--- config.mk ---
export PLATFORM = sky130hd
export DESIGN_NAME = udp_seq_header_insert
export DESIGN_NICKNAME = d
export VERILOG_FILES = /design/src/rtl/udp_seq_header_insert.sv
export SDC_FILE = /design/constraint.sdc
export NUM_CORES = 1
export LEC_CHECK = 0
export CELL_PAD_IN_SITES_DETAIL_PLACEMENT = 1
export CELL_PAD_IN_SITES_GLOBAL_PLACEMENT = 2
export CORE_ASPECT_RATIO = 0.7
export CORE_MARGIN = 5
export CORE_UTILIZATION = 31
export CTS_BUF_LIST = sky130_fd_sc_hd__clkbuf_16
export DETAILED_ROUTE_END_ITERATION = 12
export PLACE_DENSITY_LB_ADDON = 0.2
export RECOVER_POWER = 25
export SKIP_CTS_REPAIR_TIMING = 1
export SLEW_MARGIN = 20
export SYNTH_ARGS = -nofsm -noshare
export SYNTH_HDL_FRONTEND = slang
export SYNTH_SLANG_ARGS = --single-unit
--- constraint.sdc ---
create_clock -name clock -period 3.35 [get_ports clock]
set_input_delay 0.67 -clock clock [delete_from_list [all_inputs] [get_ports clock]]
set_output_delay 0.67 -clock clock [all_outputs]
set_load 0.005 [all_outputs]
--- src/rtl/udp_seq_header_insert.sv ---
// udp_seq_header_insert: prepends a big-endian sequence header to each
// outgoing payload packet, sourced from a preloadable per-packet counter.
module udp_seq_header_insert #(
    parameter int DSIZE     = 8,
    parameter int FIELD_LEN = 8,
    parameter logic [DSIZE*FIELD_LEN-1:0] SEQ_INIT = '0
) (
    input  logic                       clock,
    input  logic                       rst_n,
    input  logic                       seq_load,
    input  logic [DSIZE*FIELD_LEN-1:0] seq_value,
    input  logic [DSIZE-1:0]           in_tdata,
    input  logic                       in_tvalid,
    input  logic                       in_tlast,
    output logic                       in_tready,
    output logic [DSIZE-1:0]           out_tdata,
    output logic                       out_tvalid,
    output logic                       out_tlast,
    input  logic                       out_tready,
    output logic [DSIZE*FIELD_LEN-1:0] cur_seq,
    output logic                       busy
);

    localparam int W  = DSIZE * FIELD_LEN;
    localparam int IW = (FIELD_LEN > 1) ? $clog2(FIELD_LEN) : 1;
    localparam logic [IW-1:0] LAST_IDX = IW'(FIELD_LEN - 1);

    typedef enum logic [1:0] {
        IDLE,
        HEAD,
        BODY
    } state_t;

    state_t        state_q, state_d;
    logic [W-1:0]  hdr_q, hdr_d;
    logic [IW-1:0] idx_q, idx_d;
    logic [W-1:0]  seq_q, seq_d;
    logic          pend_q, pend_d;
    logic          busy_q;
    logic          eop;
    logic          inc;

    // Next-state, header shifting and stream outputs.
    always_comb begin
        state_d    = state_q;
        hdr_d      = hdr_q;
        idx_d      = idx_q;
        eop        = 1'b0;
        in_tready  = 1'b0;
        out_tdata  = '0;
        out_tvalid = 1'b0;
        out_tlast  = 1'b0;
        unique case (state_q)
            IDLE: begin
                if (in_tvalid) begin
                    hdr_d   = seq_q;
                    idx_d   = '0;
                    state_d = HEAD;
                end
            end
            HEAD: begin
                out_tvalid = 1'b1;
                out_tdata  = hdr_q[W-1 -: DSIZE];
                if (out_tready) begin
                    hdr_d = hdr_q << DSIZE;
                    idx_d = idx_q + 1'b1;
                    if (idx_q == LAST_IDX) begin
                        state_d = BODY;
                    end
                end
            end
            BODY: begin
                out_tdata  = in_tdata;
                out_tvalid = in_tvalid;
                out_tlast  = in_tlast;
                in_tready  = out_tready;
                if (in_tvalid && out_tready && in_tlast) begin
                    eop     = 1'b1;
                    state_d = IDLE;
                end
            end
            default: begin
                state_d = IDLE;
            end
        endcase
    end

    // A load seen while a packet is in flight names the next packet's
    // sequence, so it suppresses that packet's end-of-packet increment.
    always_comb begin
        pend_d = pend_q;
        if (seq_load) begin
            pend_d = 1'b1;
        end
        if (state_d == IDLE) begin
            pend_d = 1'b0;
        end
        inc = eop && !pend_q && !seq_load;
        if (seq_load) begin
            seq_d = seq_value;
        end else if (inc) begin
            seq_d = seq_q + 1'b1;
        end else begin
            seq_d = seq_q;
        end
    end

    // State, header and counter registers.
    always_ff @(posedge clock or negedge rst_n) begin
        if (!rst_n) begin
            state_q <= IDLE;
            hdr_q   <= '0;
            idx_q   <= '0;
            seq_q   <= SEQ_INIT;
            pend_q  <= 1'b0;
            busy_q  <= 1'b0;
        end else begin
            state_q <= state_d;
            hdr_q   <= hdr_d;
            idx_q   <= idx_d;
            seq_q   <= seq_d;
            pend_q  <= pend_d;
            busy_q  <= (state_d != IDLE);
        end
    end

    assign cur_seq = seq_q;
    assign busy    = busy_q;

endmodule

After elaboration in Yosys (flattened, before gate mapping)

Cells that the tools add are included.

Register bits: 135
Logic and storage cells: 47

Reductions and logical operators: 13
$add $sub $neg: 2
Multiplexer cells: 21
Eq/ne operators: 5

Operators with widths:

| kind                                                 | count |
|---|---|
| 2-to-1 mux 64 bit                                    | 4 |
| one-hot mux 64 bit (2 select lines)                  | 1 |
| adder 64 x 1 -> 64 bit (second input constant)       | 1 |
| one-hot mux 8 bit (2 select lines)                   | 1 |
| 2-to-1 mux 2 bit                                     | 4 |
| nonzero test 2 bit                                   | 4 |
| 2-to-1 mux 1 bit                                     | 6 |
| 2-to-1 mux 3 bit                                     | 2 |
| one-hot mux 2 bit (3 select lines)                   | 1 |
| one-hot mux 3 bit (2 select lines)                   | 1 |
| logical AND 1 bit                                    | 4 |
| logical NOT 2 bit                                    | 2 |
| != test 2 bit (second input constant)                | 2 |
| adder 3 x 1 -> 3 bit (second input constant)         | 1 |
| equality test 3 bit (second input constant)          | 1 |
| AND reduction 3 bit                                  | 1 |
| equality test 2 x 1 -> 1 bit (second input constant) | 1 |
| equality test 2 bit (second input constant)          | 1 |
| logical NOT 1 bit                                    | 2 |
| one-hot mux 1 bit (2 select lines)                   | 1 |

Depth between registers and ports, before layout

Gate-level depths: netlist of the first run.

Depth after elaboration: 8
Gate-level depth with buffers: 10
Gate-level depth less buffers: 7

Worst setup path before layout of the first run

Ideal clock, no wire load.

Path kind: input-to-reg
Start: input out_tready
End: register seq_q[47] (netlist: cur_seq[47])
Arrival time: 2.734 ns
Buffers on the path: 3
Data required time: 3.268 ns
Slack: 0.534 ns
Stages: 8
Cells stage by stage: buf_2 -> nand4_4 -> or4_1 -> buf_2 -> or4b_1 -> buf_2 -> or3_1 -> a31oi_1

Word-level cells in the longest chain between the ends: 7

Ends and longest elaborated chain:

| what                           | line | text |
|---|---|---|
| start, declared                | 19   | `input logic out_tready,` |
| logical AND 1 bit (2 in a row) | 77   | `if (in_tvalid && out_tready && in_tlast) begin` |
| 2-to-1 mux 1 bit               | 77   |  |
| 2-to-1 mux 1 bit               | 53   | `unique case (state_q)` |
| logical AND 1 bit (2 in a row) | 98   | `inc = eop && !pend_q && !seq_load;` |
| nonzero test 2 bit (no line)   | n/a  |  |
| end signal, assigned           | 121  | `seq_q <= seq_d;` |
| end, declared                  | 37   | `logic [W-1:0] seq_q, seq_d;` |

Every way passes these cells.
A chain may end at the register's enable or synchronous reset.

Final worst setup path of the first run

Start: register state_q[0]
End: output out_tdata[0]

Word-level cells in the longest chain between the ends: 2
Elaborated cells between the ends (all ways): 3
Those cells by class: eq/ne (2); mux (1)

Ends and longest elaborated chain:

| what                                                                | line | text |
|---|---|---|
| start, declared                                                     | 34   | `state_t state_q, state_d;` |
| start signal, assigned                                              | 118  | `state_q <= state_d;` |
| equality test 2 bit or equality test 2 x 1 -> 1 bit (tied branches) | 53   |  |
| one-hot mux 8 bit (2 select lines) (*)                              | 53   |  |
| end, declared                                                       | 16   | `output logic [DSIZE-1:0] out_tdata,` |

Every way passes the cells marked *; elsewhere a longest branch is shown, timed or not.

==> run summary, run 1 <==
In this run the static leakage power is 3.99 nW. The clock passes through at most 2 buffers. The number of antenna diodes in the final layout is 0. The endpoint kind of the worst setup timing path is an output port.

In the routed layout, each cell is associated on average with a via count of 5.15. The logs give 7330 sq um for the netlist area before placement and 0 for the number of synthesis warnings. In the routed design, unresolved DRC markers number 0. The worst pin sits at a relative slew slack of -36.1%. Sequential elements use 46.1% of the synthesized area. The run gives 879 as the number of nets produced by synthesis. In this design, the largest share of critical-path delay is due to buffers and inverters.

TritonCTS built the clock tree. The maximum fanout count along the critical path came out at 15. The die footprint is 26900 sq um. The logs give 4 for the length of the first detailed-routing pass in iterations and 18600 microns for the placed wire-length estimate. The worst slack at placement is 94.8 ps.

In the synthesized netlist the async set-or-reset flop fraction comes to 100%. The total negative slack is 0 ps. Ranked by total cell area, the synthesized netlist is headed by sky130_fd_sc_hd__dfrtp_1 (46%), sky130_fd_sc_hd__mux2i_1 (8.3%), sky130_fd_sc_hd__o21ai_0 (7.0%). Synthesis produced 794 cells. The tightest min-delay check is of the reg2reg type. At the pin with the least slew margin, the transition time is 2040 ps.

The largest individual stage delay along the critical path comes from the cell sky130_fd_sc_hd__clkdlybuf4s50_1. The final RePlAce weighted congestion came out at 0.781. STA puts the critical path data required time at 2680 ps. The count of buffers added on input and output ports is 153.

The y dimension of the die came out at 139 microns. The via count of the first global-routing pass is 6935, and the number of sinks handled by clock tree synthesis is 135. The shortest period the worst path allows is 2870 ps.

The core footprint is 23500 sq um, and the power per cell area is 634 nW/um^2. The average instance in the mapped netlist occupies 9.23 sq um. The final reports fail on max-capacitance violations, max-slew violations.

Walking the worst path, the cells encountered are inv_1 > ha_1 > buf_4 > a22oi_1 > nor2b_1 > clkdlybuf4s50_1. Number of rows in the core area: 47. The top flip-flop cell by instance count after synthesis was sky130_fd_sc_hd__dfrtp_1. Summed over its instances, the top area cell type makes up 46.1% of the synthesized netlist area.

The run finished, with violations left. In this run, synthesis produced a sequential element count of 135. By startpoint and endpoint, the worst setup path is classified as reg2out. The root buffer cell was sky130_fd_sc_hd__clkbuf_16.

The data arrival time of the critical path is 2200 ps, and the number of nets still failing antenna checks after routing is 0. Dominant cell type by area after synthesis: sky130_fd_sc_hd__dfrtp_1. The critical path buffer and inverter count was 3; the global route total overflow was 0. On the worst path, the slowest cell contributes a delay of 520 ps. The register clock-pin slew on the reported worst setup and hold paths is 60 ps, and the H-tree depth is 4.

Entering global routing, the biggest net connects 78 pins. Clock skew on the completed layout was measured at 6.52 ps. From left edge to right edge, the die measures 194 microns. Derived from the worst setup path, the maximum achievable clock frequency is 0.348 GHz. TritonCTS created 17 clock buffers. For flop-to-flop paths, the worst setup slack is 500 ps. Wires add up to 25400 microns. After the first detailed-routing iteration, the DRC count stood at 351. The count of cells in the finished layout, fillers not included, comes to 1277. Setup repair after global routing left no endpoint under its margin. Global routing used 19.0% of the available tracks. 154 I/O pins were placed. After detailed placement, the total cell area comes to 9350 sq um.

After the last flow step, the layout net total stands at 1033. Of the available clock period, the critical path in the final layout requires 85.8%. The worst setup path is launched from a register.

Setup violations remaining at the end of the flow were counted as 0. Including well taps, the total number of placed cells is 1247. Hold violation count in the final report: 0. The worst path meets setup with 477 ps of slack. The tools report the area of all placed cells without fillers as 9840 sq um.

The run gives 0 as the number of antenna violations at the first check in global routing. In the final routed layout, each cell accounts on average for 19.9 microns. The first global-routing pass estimated 40800 microns of wire. VDD sags by at most 406 uV.

The fraction of layout cells with a size suffix above 1 was 7.09%; the total number of vias was 6579. The number of enable flip-flop cells after synthesis is 0, and the count of maximum capacitance violations is 1. The tools report the distinct cell type count after synthesis as 52. For the worst-skew pair, the clock arrives at the later sink with an insertion delay of 420 ps. The initial core utilization was 31.2%. The area growth from synthesis to layout is 34.3%. The run gives 78 as the max-slew violation count.
-- layout make-up --
type / instances / area (sq um)
Clock inverter: 13 / 76.3
Tap cell: 318 / 398
Multi-Input combinational cell: 599 / 3740
Sequential cell: 135 / 3380
Fill cell: 2670 / 13600
Clock buffer: 17 / 425
Timing Repair Buffer: 186 / 1790
Inverter: 9 / 33.8
-- per-stage QoR --
step	total power [mW]	hold WS [ps]	utilization [%]
CTS	6.33	303	42.0
global route	6.67	506	41.9
floorplan	3.69	374	-
finish	6.24	482	41.9
detailed placement	4.63	471	39.8
global placement	4.59	464	39.8
-- worst reg2reg max path, delay by kind of cell (launching register included) --
kind / cells / cell delay [ps]
and+or+nand+nor: 4 / 1810
DFF: 1 / 420
adders and majority gates: 1 / 250
AOI/OAI and AO/OA: 1 / 170
buffers and inverters: 1 / 120
-- cell families after synthesis --
logic type	Yosys count	synth area share, %
and+or+nand+nor	317	22.1
AOI/OAI and AO/OA	173	14.2
DFF	135	46.1
muxes	62	8.48
buffers and inverters	60	3.14
xor gates and xnor gates	40	4.78
adders and majority gates	7	1.19
-- registers in the layout, summed over array words and instances, names as in the netlist --
| signal | count |
|---|---|
| cur_seq | 64 |
| hdr_q | 64 |
| idx_q | 3 |
| state_q | 2 |
| busy | 1 |
| pend_q | 1 |
-- worst paths after layout --
check	start	to	cells after the start
min in group asynchronous	rst_n	cur_seq[17]	1
worst min-delay path	hdr_q[23]	hdr_q[23]	2
worst max-delay path	state_q[0]	out_tdata[0]	6
worst min register to register	hdr_q[23]	hdr_q[23]	2
worst max register to register	state_q[0]	cur_seq[51]	7
max in group asynchronous	rst_n	cur_seq[4]	2
-- power by group --
| part | switching (mW) | internal, mW |
|---|---|---|
| Clock | 0.684 | 0.979 |
| Sequential | 0.380 | 2.08 |
| Combinational | 1.11 | 1.01 |
| Total | 2.17 | 4.07 |
-- cells in the mapped netlist (11+ instances only) --
master and number:
sky130_fd_sc_hd__a22o_1 11, sky130_fd_sc_hd__a31oi_1 16, sky130_fd_sc_hd__clkbuf_1 40, sky130_fd_sc_hd__dfrtp_1 135
sky130_fd_sc_hd__mux2i_1 61, sky130_fd_sc_hd__nand2_1 129, sky130_fd_sc_hd__nand3_1 33, sky130_fd_sc_hd__nand4_1 26
sky130_fd_sc_hd__nor2_1 31, sky130_fd_sc_hd__nor3_1 11, sky130_fd_sc_hd__nor4_1 18, sky130_fd_sc_hd__o21ai_0 103
sky130_fd_sc_hd__xnor2_1 26, sky130_fd_sc_hd__xor2_1 14
-- per-layer routing --
layer,wire length [microns],global-route usage (%),up-vias,part of all wire (%)
li1,-,-,3180,-
met1,13300,28.8,3247,52
met2,10900,27.6,133,43
met3,992,3.96,19,3.9
met4,240,4.43,0,0.94
met5,0,0,-,0
-- layout by cell type, fill, tap and decap left out, types with 16 or more instances in the layout --
| cell type | count |
|---|---|
| sky130_fd_sc_hd__nand4_1 | 26 |
| sky130_fd_sc_hd__o21ai_0 | 103 |
| sky130_fd_sc_hd__buf_4 | 31 |
| sky130_fd_sc_hd__clkbuf_16 | 17 |
| sky130_fd_sc_hd__xnor2_1 | 26 |
| sky130_fd_sc_hd__a31oi_1 | 16 |
| sky130_fd_sc_hd__clkdlybuf4s50_1 | 151 |
| sky130_fd_sc_hd__nand3_1 | 33 |
| sky130_fd_sc_hd__nor2_1 | 31 |
| sky130_fd_sc_hd__nor4_1 | 18 |
| sky130_fd_sc_hd__mux2i_1 | 61 |
| sky130_fd_sc_hd__dfrtp_1 | 135 |
| sky130_fd_sc_hd__nand2_1 | 129 |
(Power assumes the default switching activity.)
==> run 2, diff against run 1 <==
--- a/config.mk
+++ b/config.mk
@@ -11,6 +11,7 @@
 export CORE_MARGIN = 5
 export CORE_UTILIZATION = 31
 export CTS_BUF_LIST = sky130_fd_sc_hd__clkbuf_16
+export CTS_CLUSTER_DIAMETER = 200
 export DETAILED_ROUTE_END_ITERATION = 12
 export PLACE_DENSITY_LB_ADDON = 0.2
 export RECOVER_POWER = 25
==> results of run 2 <==
Same layout as run 1: the final DEF is identical, and so are final timing and power.
